`src/rtl/uart_pack_parser.sv`:
```
// rtl/uart_pack_parser.sv - UART byte stream to fixed 14-byte command packet decoder
// Validates header and checksum; good frames update the register outputs, bad or stalled frames only count errors.
module uart_pack_parser #(
  parameter logic [7:0] _HEAD0       = 8'h55,
  parameter logic [7:0] _HEAD1       = 8'hAA,
  parameter int         _TIMEOUT_CYC = 50000
) (
  input  logic       clk_50M,
  input  logic       rst_n,
  input  logic [7:0] rx_data,
  input  logic       rx_done,
  output logic [7:0] func_reg,
  output logic [7:0] rev_data1,
  output logic [7:0] rev_data2,
  output logic [7:0] rev_data3,
  output logic [7:0] rev_data4,
  output logic [7:0] rev_data5,
  output logic [7:0] rev_data6,
  output logic [7:0] rev_data7,
  output logic [7:0] rev_data8,
  output logic [7:0] rev_data9,
  output logic [7:0] rev_data10,
  output logic       pack_done,
  output logic       sum_err,
  output logic       timeout_err,
  output logic [7:0] err_cnt
);

  localparam int CW = $clog2(_TIMEOUT_CYC + 1);

  typedef enum logic [2:0] {
    S_IDLE,
    S_HEAD1,
    S_FUNC,
    S_DATA,
    S_SUM
  } state_t;

  state_t          state_q, state_d;
  logic [3:0]      idx_q, idx_d;
  logic [7:0]      sum_q, sum_d;
  logic [7:0]      shadow_q [0:10];
  logic [7:0]      shadow_d [0:10];
  logic [7:0]      out_q [0:10];
  logic [7:0]      out_d [0:10];
  logic            pack_done_q, pack_done_d;
  logic            sum_err_q, sum_err_d;
  logic            timeout_err_q, timeout_err_d;
  logic [7:0]      err_cnt_q, err_cnt_d;
  logic [CW-1:0]   tmo_cnt_q, tmo_cnt_d;

  always_ff @(posedge clk_50M or negedge rst_n) begin
    if (!rst_n) begin
      state_q       <= S_IDLE;
      idx_q         <= 4'd0;
      sum_q         <= 8'h00;
      shadow_q      <= '{default: 8'h00};
      out_q         <= '{default: 8'h00};
      pack_done_q   <= 1'b0;
      sum_err_q     <= 1'b0;
      timeout_err_q <= 1'b0;
      err_cnt_q     <= 8'h00;
      tmo_cnt_q     <= '0;
    end else begin
      state_q       <= state_d;
      idx_q         <= idx_d;
      sum_q         <= sum_d;
      shadow_q      <= shadow_d;
      out_q         <= out_d;
      pack_done_q   <= pack_done_d;
      sum_err_q     <= sum_err_d;
      timeout_err_q <= timeout_err_d;
      err_cnt_q     <= err_cnt_d;
      tmo_cnt_q     <= tmo_cnt_d;
    end
  end

  always_comb begin
    state_d       = state_q;
    idx_d         = idx_q;
    sum_d         = sum_q;
    shadow_d      = shadow_q;
    out_d         = out_q;
    pack_done_d   = 1'b0;
    sum_err_d     = 1'b0;
    timeout_err_d = 1'b0;
    err_cnt_d     = err_cnt_q;
    tmo_cnt_d     = (state_q == S_IDLE || rx_done) ? '0 : tmo_cnt_q + CW'(1);

    if (rx_done) begin
      case (state_q)
        S_IDLE: begin
          if (rx_data == _HEAD0) state_d = S_HEAD1;
        end
        S_HEAD1: begin
          // A repeated HEAD0 is treated as the start of a new frame.
          if (rx_data == _HEAD1)      state_d = S_FUNC;
          else if (rx_data != _HEAD0) state_d = S_IDLE;
        end
        S_FUNC: begin
          shadow_d[0] = rx_data;
          sum_d       = rx_data;
          idx_d       = 4'd1;
          state_d     = S_DATA;
        end
        S_DATA: begin
          shadow_d[idx_q] = rx_data;
          sum_d           = sum_q + rx_data;
          if (idx_q == 4'd10) state_d = S_SUM;
          else                idx_d   = idx_q + 4'd1;
        end
        S_SUM: begin
          if (rx_data == sum_q) begin
            out_d       = shadow_q;
            pack_done_d = 1'b1;
          end else begin
            sum_err_d = 1'b1;
          end
          state_d = S_IDLE;
        end
        default: state_d = S_IDLE;
      endcase
    end else if (state_q != S_IDLE && tmo_cnt_q == CW'(_TIMEOUT_CYC - 1)) begin
      timeout_err_d = 1'b1;
      state_d       = S_IDLE;
    end

    if ((sum_err_d || timeout_err_d) && err_cnt_q != 8'hFF) err_cnt_d = err_cnt_q + 8'd1;
  end

  assign func_reg    = out_q[0];
  assign rev_data1   = out_q[1];
  assign rev_data2   = out_q[2];
  assign rev_data3   = out_q[3];
  assign rev_data4   = out_q[4];
  assign rev_data5   = out_q[5];
  assign rev_data6   = out_q[6];
  assign rev_data7   = out_q[7];
  assign rev_data8   = out_q[8];
  assign rev_data9   = out_q[9];
  assign rev_data10  = out_q[10];
  assign pack_done   = pack_done_q;
  assign sum_err     = sum_err_q;
  assign timeout_err = timeout_err_q;
  assign err_cnt     = err_cnt_q;

endmodule
```
`config.mk`:
```
export PLATFORM = sky130hd
export DESIGN_NAME = uart_pack_parser
export DESIGN_NICKNAME = d
export VERILOG_FILES = /design/src/rtl/uart_pack_parser.sv
export SDC_FILE = /design/constraint.sdc
export NUM_CORES = 1
export LEC_CHECK = 0
export ABC_CLOCK_PERIOD_IN_PS = 3300
export CORE_ASPECT_RATIO = 1.25
export CORE_MARGIN = 2
export CORE_UTILIZATION = 58
export DETAILED_ROUTE_END_ITERATION = 12
export HOLD_SLACK_MARGIN = 0.06
export PLACE_DENSITY = 0.87
export SLEW_MARGIN = 10
export SYNTH_ARGS = -nofsm -noshare
export SYNTH_HDL_FRONTEND = slang
export SYNTH_SLANG_ARGS = --single-unit
```
`constraint.sdc`:
```
create_clock -name clk_50M -period 3.3 [get_ports clk_50M]
set_clock_uncertainty 0.1 [all_clocks]
set_input_delay 0.33 -clock clk_50M [delete_from_list [all_inputs] [get_ports clk_50M]]
set_output_delay 0.33 -clock clk_50M [all_outputs]
set_load 0.03 [all_outputs]
```
==> summary.txt, run 1 <==
Worst setup path
  • CP delay by family, top: simple AND/OR/NAND/NOR gates
  • Worst path max stage delay: 0.45 ns
  • Crit path cell chain: ha_1 > nor4_1 > a31oi_1 > a21oi_2 > nor2_1 > mux2_1
  • Crit-path max FO: 6
  • CP startpoint kind: flip-flop
  • Buf/Inv on CP: 0
  • Slowest cell on crit path: nor4_1
  • Crit path required time: 3.57 ns
  • Crit path DAT: 2.68 ns
  • Setup CP Type: reg2reg
  • CP Capture Type: flip-flop

STA
  • Slew headroom: 0.5353
  • Period utilization: 0.7303
  • Final hold violations: 0
  • Max Freq: 0.4149 GHz
  • Fin Setup TNS: 0 ns
  • Slew Viols, Final: 0
  • Slew @ Worst Pin: 0.6971 ns
  • Min Tclk post-route: 2.410 ns
  • Unrepaired setup endpoints after global routing: false
  • Final setup fails: 0

Synth
  • Sequential area share after synthesis: 0.6025
  • Primary FF master, synth: dfrtp_1
  • Post-synthesis cell type count: 55
  • Net Count, Synth: 857
  • Area leader, netlist: dfrtp_1
  • Yosys warns: 0
  • Yosys reg bits: 218
  • Avg Cell Area, Syn: 10.88 sq um
  • Post-synth EDFFs: 0
  • Mapped cell area: 9054 sq um
  • Cells after synthesis: 832
  • Largest cells by area after synthesis: dfrtp_1 60%, nand2_1 12%, mux2_2 10%
  • Synth async-reset ratio: 1.000
  • Post-synth top area share: 0.6025

Final layout
  • Final net count: 971
  • Share of cells above drive strength 1: 0.1521
  • Max reg flops: 88
  • Ant diodes: 0
  • Biggest regs: shadow_q: 88 flops, tmo_cnt_q: 16 flops
  • Commonest non-fill, non-tap cell in the layout: nand2_1
  • Area Growth Syn to Fin: 23.19%
  • Top reg by flops: shadow_q
  • Commonest non-fill, non-tap cells in the layout: 290 x nand2_1, 218 x dfrtp_1, 108 x clkdlybuf4s50_1, 80 x mux2_2, 27 x nor2_1

Run
  • Max_cap viols: 0

Global route
  • Grt total ovfl: 0
  • Via count of the first global-routing pass: 6528
  • First-pass GRT wire length: 32.71 mm
  • Largest net degree at the start of global routing: 90
  • GRT Total Usage: 0.2492
  • Initial antenna violation count: 0

Worst hold path
  • Worst Hold Class: in2async

Run status
  • Status: completed

Floorplan
  • # rows: 51
  • Chip height: 143.7 um
  • I/O pin total: 110
  • CORE AREA: 15440 sq um
  • Die footprint: 16630 sq um
  • Initial core utilization: 0.5863
  • Die Width: 115.8 um

Clocking
  • Cts bufs inserted: 21
  • Clk pin slew, worst setup/hold paths: 0.06 ns
  • Clk_lat worst skew: 0.50 ns
  • Setup Buffers After CTS: 0
  • Cts hold-fix bufs: 1
  • Sink Count: 218
  • CTS resizes: 0
  • CTS Buffer Depth: 3
  • CTS tree: yes
  • Root Buffer: clkbuf_16
  • Max H-tree Level: 1

Routing
  • Initial DRC Count: 622
  • DRT antenna net count: 0
  • Pre-antenna DRT Iters: 6
  • # DRC: 0
  • Vias post-DR: 6497
  • Vias per cell: 5.544
  • Final WL: 20.46 mm
  • DR WL/cell: 17.46 um

Place
  • Placer Congestion: 0.8280
  • Hpwl dp: 12.56 mm
  • IO buf count: 109

Power
  • VDD IR max: 0.5002 mV
  • Total power: 6308 uW
  • PwrDens: 565.6 nW/um^2
  • Leak Pwr: 0.005639 uW
power breakdown:
group	internal, uW	leakage, uW	switching [uW]
sequential	2950	0.00297	195
clock	1510	0.000354	1030
combinational	306	0.00232	318
cell type report:
| class | count | area [sq um] |
|---|---|---|
| Fill cell | 1017 | 4289 |
| Clock inverter | 13 | 181.4 |
| Multi-Input combinational cell | 564 | 3391 |
| Timing Repair Buffer | 128 | 1265 |
| Sequential cell | 218 | 5455 |
| Inverter | 13 | 48.80 |
| Tap cell | 212 | 265.3 |
| Clock buffer | 24 | 546.8 |
kinds of logic after synthesis:
group / Yosys count / synth area share
simple gates: 389 / 0.1871
flops: 218 / 0.6025
fa+ha+maj: 14 / 0.02018
xor+xnor: 22 / 0.02128
buf+inv: 50 / 0.02294
mux: 92 / 0.1142
compound gates: 47 / 0.03179
through the flow:
stage / setup slack, ns / instances / hold slack, ns / utilization / cell area (sq um)
2_1_floorplan: 1.191 / 832 / -0.06559 / - / 9054
3_3_place_gp: 0.4403 / 1134 / 0.1826 / 0.6744 / 10420
3_5_place_dp: 0.4590 / 1134 / 0.1884 / 0.6744 / 10420
4_1_cts: 0.8755 / 1172 / 0.2322 / 0.7222 / 11150
5_1_grt: 0.7558 / 1172 / 0.2455 / 0.7222 / 11150
6_report: 0.8901 / 1172 / 0.2190 / 0.7222 / 11150
synthesized netlist by cell type (all sizes together), types with 5 or more instances:
| master | instances |
|---|---|
| clkbuf | 24 |
| nor2 | 27 |
| ha | 13 |
| nand3 | 14 |
| buf | 13 |
| inv | 13 |
| nor3 | 14 |
| nand4 | 7 |
| mux2 | 90 |
| and3 | 5 |
| xnor2 | 9 |
| dfrtp | 218 |
| xor2 | 13 |
| a21oi | 16 |
| nand2 | 294 |
| o21ai | 14 |
metal layers:
layer  global-route usage  routed length, um  share of wire
met2               0.4287              10560           0.52
met4               0.1034                789          0.039
met5                    0                  0              0
met3              0.03501                963          0.047
met1               0.3169               8150           0.40
worst paths after layout:
check,from,endpoint,slack (ns),cells after the start
max,sum_q[3]$_DFFE_PN0P_,err_cnt[1]$_DFFE_PN0P_,0.89,6
min,rst_n,rev_data10[6]$_DFFE_PN0P_,0.22,2
max reg2reg,sum_q[3]$_DFFE_PN0P_,err_cnt[1]$_DFFE_PN0P_,0.89,6
min reg2reg,shadow_q[33]$_DFFE_PN0P_,rev_data6[1]$_DFFE_PN0P_,0.36,2
max in group asynchronous,rst_n,rev_data8[4]$_DFFE_PN0P_,2.02,3
min in group clk_50M,shadow_q[33]$_DFFE_PN0P_,rev_data6[1]$_DFFE_PN0P_,0.36,2
worst register-to-register path: stages, from the launching register on:
cell     delay, ns
dfrtp_1       0.38
ha_1          0.36
nor4_1        0.45
a31oi_1       0.26
a21oi_2       0.29
nor2_1        0.12
mux2_1        0.32
No activity file was read; power rests on OpenSTA's default activity.
==> run 2: changes to the inputs <==
--- a/config.mk
+++ b/config.mk
@@ -5,13 +5,13 @@
 export SDC_FILE = /design/constraint.sdc
 export NUM_CORES = 1
 export LEC_CHECK = 0
-export ABC_CLOCK_PERIOD_IN_PS = 3300
+export ABC_CLOCK_PERIOD_IN_PS = 2400
 export CORE_ASPECT_RATIO = 1.25
 export CORE_MARGIN = 2
-export CORE_UTILIZATION = 58
+export CORE_UTILIZATION = 56
 export DETAILED_ROUTE_END_ITERATION = 12
 export HOLD_SLACK_MARGIN = 0.06
-export PLACE_DENSITY = 0.87
+export PLACE_DENSITY = 0.84
 export SLEW_MARGIN = 10
 export SYNTH_ARGS = -nofsm -noshare
 export SYNTH_HDL_FRONTEND = slang
==> constraint.sdc (replaced) <==
create_clock -name clk_50M -period 2.4 [get_ports clk_50M]
set_clock_uncertainty 0.1 [all_clocks]
set_input_delay 0.24 -clock clk_50M [delete_from_list [all_inputs] [get_ports clk_50M]]
set_output_delay 0.24 -clock clk_50M [all_outputs]
set_load 0.03 [all_outputs]
==> run 2 against run 1 <==
  * Sequential share of layout area shrank 0.78 points
  * Combinational power grew 45%
  * Global-route usage shrank 0.49 points
  * Cell area grew 1.6%
  * Critical path depth grew 2
  * Die area grew 3.5%
  * Worst setup slack lost 0.76 ns
  * First-iteration DRC count shrank 22%
  * Count of clock-buffer cells in the layout shrank 2
  * Cell count grew 2.0%
  * Register-to-register slack lost 0.76 ns
  * Non-clock buffer count grew 20
  * Critical path type unchanged
==> summary.txt, run 2 (synthesis gave the netlist of run 1 again) <==
Worst setup path
  • End point of the critical path: func_reg[5]$_DFFE_PN0P_ (was err_cnt[1]$_DFFE_PN0P_)
  • CP Capture Type: flip-flop (unchanged)
  • Worst R2R Path Depth: 8 (was 6)
  • RR Endpoint: func_reg[5]$_DFFE_PN0P_ (was err_cnt[1]$_DFFE_PN0P_)
  • CP startpoint kind: flip-flop (unchanged)
  • Crit-path max FO: 53 (was 6)
  • CP startpoint: sum_q[3]$_DFFE_PN0P_ (unchanged)
  • Crit path required time: 2.73 ns (was 3.57 ns)
  • Crit Reg-Reg Startpoint: sum_q[3]$_DFFE_PN0P_ (unchanged)
  • Setup CP Type: reg2reg (unchanged)
  • R2r setup slk: 0.13 ns (was 0.89 ns)
  • Crit path DAT: 2.60 ns (was 2.68 ns)

Global route
  • Largest net degree at the start of global routing: 87 (was 90)
  • GRT Total Usage: 0.2443 (was 0.2492)
  • Grt total ovfl: 0 (unchanged)
  • Via count of the first global-routing pass: 6772 (was 6528)
  • First-pass GRT wire length: 34.22 mm (was 32.71 mm)
  • Initial antenna violation count: 0 (unchanged)

Final layout
  • Top reg by flops: shadow_q (unchanged)
  • Biggest regs: shadow_q: 88 flops, tmo_cnt_q: 16 flops (unchanged)
  • Util after Layout: 0.7081 (was 0.7222)
  • Commonest non-fill, non-tap cell in the layout: nand2_1 (unchanged)
  • Area Growth Syn to Fin: 25.18% (was 23.19%)
  • Layout Cells excl Fill: 1195 (was 1172)
  • Ant diodes: 0 (unchanged)
  • Share of cells above drive strength 1: 0.1685 (was 0.1521)
  • Fillers: 1107 (was 1017)
  • Commonest non-fill, non-tap cells in the layout: 290 x nand2_1, 218 x dfrtp_1, 108 x clkdlybuf4s50_1, 80 x mux2_2, 33 x buf_4 (was 290 x nand2_1, 218 x dfrtp_1, 108 x clkdlybuf4s50_1, 80 x mux2_2, 27 x nor2_1)
  • Max reg flops: 88 (unchanged)
  • Final net count: 990 (was 971)

Routing
  • Initial DRC Count: 487 (was 622)
  • DRT antenna net count: 0 (unchanged)
  • Pre-antenna DRT Iters: 5 (was 6)
  • Final WL: 20.56 mm (was 20.46 mm)
  • DR WL/cell: 17.20 um (was 17.46 um)
  • Vias per cell: 5.435 (was 5.544)
  • Vias post-DR: 6495 (was 6497)
  • # DRC: 0 (unchanged)

STA
  • Period utilization: 0.9452 (was 0.7303)
  • Max Freq: 0.4408 GHz (was 0.4149 GHz)
  • Slew headroom: 0.5540 (was 0.5353)
  • Slew @ Worst Pin: 0.6690 ns (was 0.6971 ns)
  • Final WS setup: 0.1315 ns (was 0.8901 ns)
  • Min Tclk post-route: 2.269 ns (was 2.410 ns)
  • Slew Viols, Final: 0 (unchanged)
  • Fin Setup TNS: 0 ns (unchanged)
  • Final hold violations: 0 (unchanged)
  • Final setup fails: 0 (unchanged)
  • Unrepaired setup endpoints after global routing: false (unchanged)

Worst hold path
  • Worst Hold Class: in2async (unchanged)

Floorplan
  • Initial core utilization: 0.5657 (was 0.5863)
  • Die Width: 117.7 um (was 115.8 um)
  • CORE AREA: 16010 sq um (was 15440 sq um)
  • # rows: 52 (was 51)
  • Chip height: 146.2 um (was 143.7 um)
  • I/O pin total: 110 (unchanged)
  • Die footprint: 17210 sq um (was 16630 sq um)

Place
  • Placer Congestion: 0.8591 (was 0.8280)
  • IO buf count: 109 (unchanged)
  • Place WS: -0.2263 ns (was 0.4590 ns)
  • Hpwl dp: 13.16 mm (was 12.56 mm)
  • DP Cell Count: 1158 (was 1134)

Clocking
  • Cts bufs inserted: 20 (was 21)
  • CTS tree: yes (unchanged)
  • CTS Buffer Depth: 3 (unchanged)
  • Clk pin slew, worst setup/hold paths: 0.07 ns (was 0.06 ns)
  • Root Buffer: clkbuf_16 (unchanged)
  • Sink Count: 218 (unchanged)
  • Clk_lat worst skew: 0.50 ns (about the same)
  • Max H-tree Level: 1 (unchanged)

Run
  • Max_cap viols: 0 (unchanged)

Run status
  • Status: completed (unchanged)

Power
  • Leak Pwr: 0.005745 uW (was 0.005639 uW)
  • PwrDens: 765.5 nW/um^2 (was 565.6 nW/um^2)
  • VDD IR max: 0.5063 mV (was 0.5002 mV)
==> run 2: final cells by class <==
cell class | instances | area (sq um) | area share
Tap cell | 216 | 270.3 | 0.02385
Clock inverter | 14 | 215.2 | 0.01899
Timing Repair Buffer | 148 | 1445 | 0.1275
Inverter | 13 | 48.80 | 0.004306
Clock buffer | 22 | 508.0 | 0.04482
Multi-Input combinational cell | 564 | 3391 | 0.2992
Sequential cell | 218 | 5455 | 0.4813
==> run 2: worst min-delay path by stage <==
stage	start	slack, ns	to
2_1_floorplan	rst_n	-0.16	err_cnt[0]$_DFFE_PN0P_
3_3_place_gp	rst_n	0.18	shadow_q[2]$_DFFE_PN0P_
3_5_place_dp	rst_n	0.19	err_cnt[5]$_DFFE_PN0P_
4_1_cts	rst_n	0.25	shadow_q[18]$_DFFE_PN0P_
5_1_grt	rst_n	0.29	rev_data9[6]$_DFFE_PN0P_
6_report	rst_n	0.22	rev_data9[6]$_DFFE_PN0P_
==> run 2: per-stage QoR <==
stage / total power [uW] / cell area (sq um) / hold WS [ns]
after floorplan: 4886 / 9054 / -0.1556
after global placement: 5175 / 10600 / 0.1820
after detailed placement: 5232 / 10600 / 0.1947
after CTS: 8721 / 11330 / 0.2538
after global routing: 9015 / 11330 / 0.2906
final: 8676 / 11330 / 0.2189
==> run 2: per-layer routing <==
| metal | part of all wire | global-route usage | vias to the layer above |
|---|---|---|---|
| met5 | 0 | 0 | - |
| met4 | 0.029 | 0.07410 | 0 |
| met3 | 0.045 | 0.03086 | 45 |
| met2 | 0.51 | 0.4323 | 184 |
| met1 | 0.41 | 0.3164 | 3250 |
| li1 | - | - | 3016 |
==> run 2: critical path, stage by stage, from the launching register on <==
cell and delay, ns:
dfrtp_1 0.38, ha_1 0.32, nor4_1 0.38, buf_4 0.18
nand4b_1 0.21, inv_2 0.18, buf_12 0.25, nand2_1 0.12
nand2_1 0.08
==> run 2: power by group <==
part / total [uW] / switching [uW] / internal, uW
Sequential: 4300 / 244 / 4050
Combinational: 902 / 442 / 460
Clock: 3480 / 1390 / 2090
==> run 2: what timing repair did <==
action | 4_1_cts | 5_1_grt
setup buffers | 0 | 0
setup endpoints to repair | 0 | 7
resized for setup | 0 | 1
hold endpoints to repair | 80 | 0
hold buffers | 1 | 0
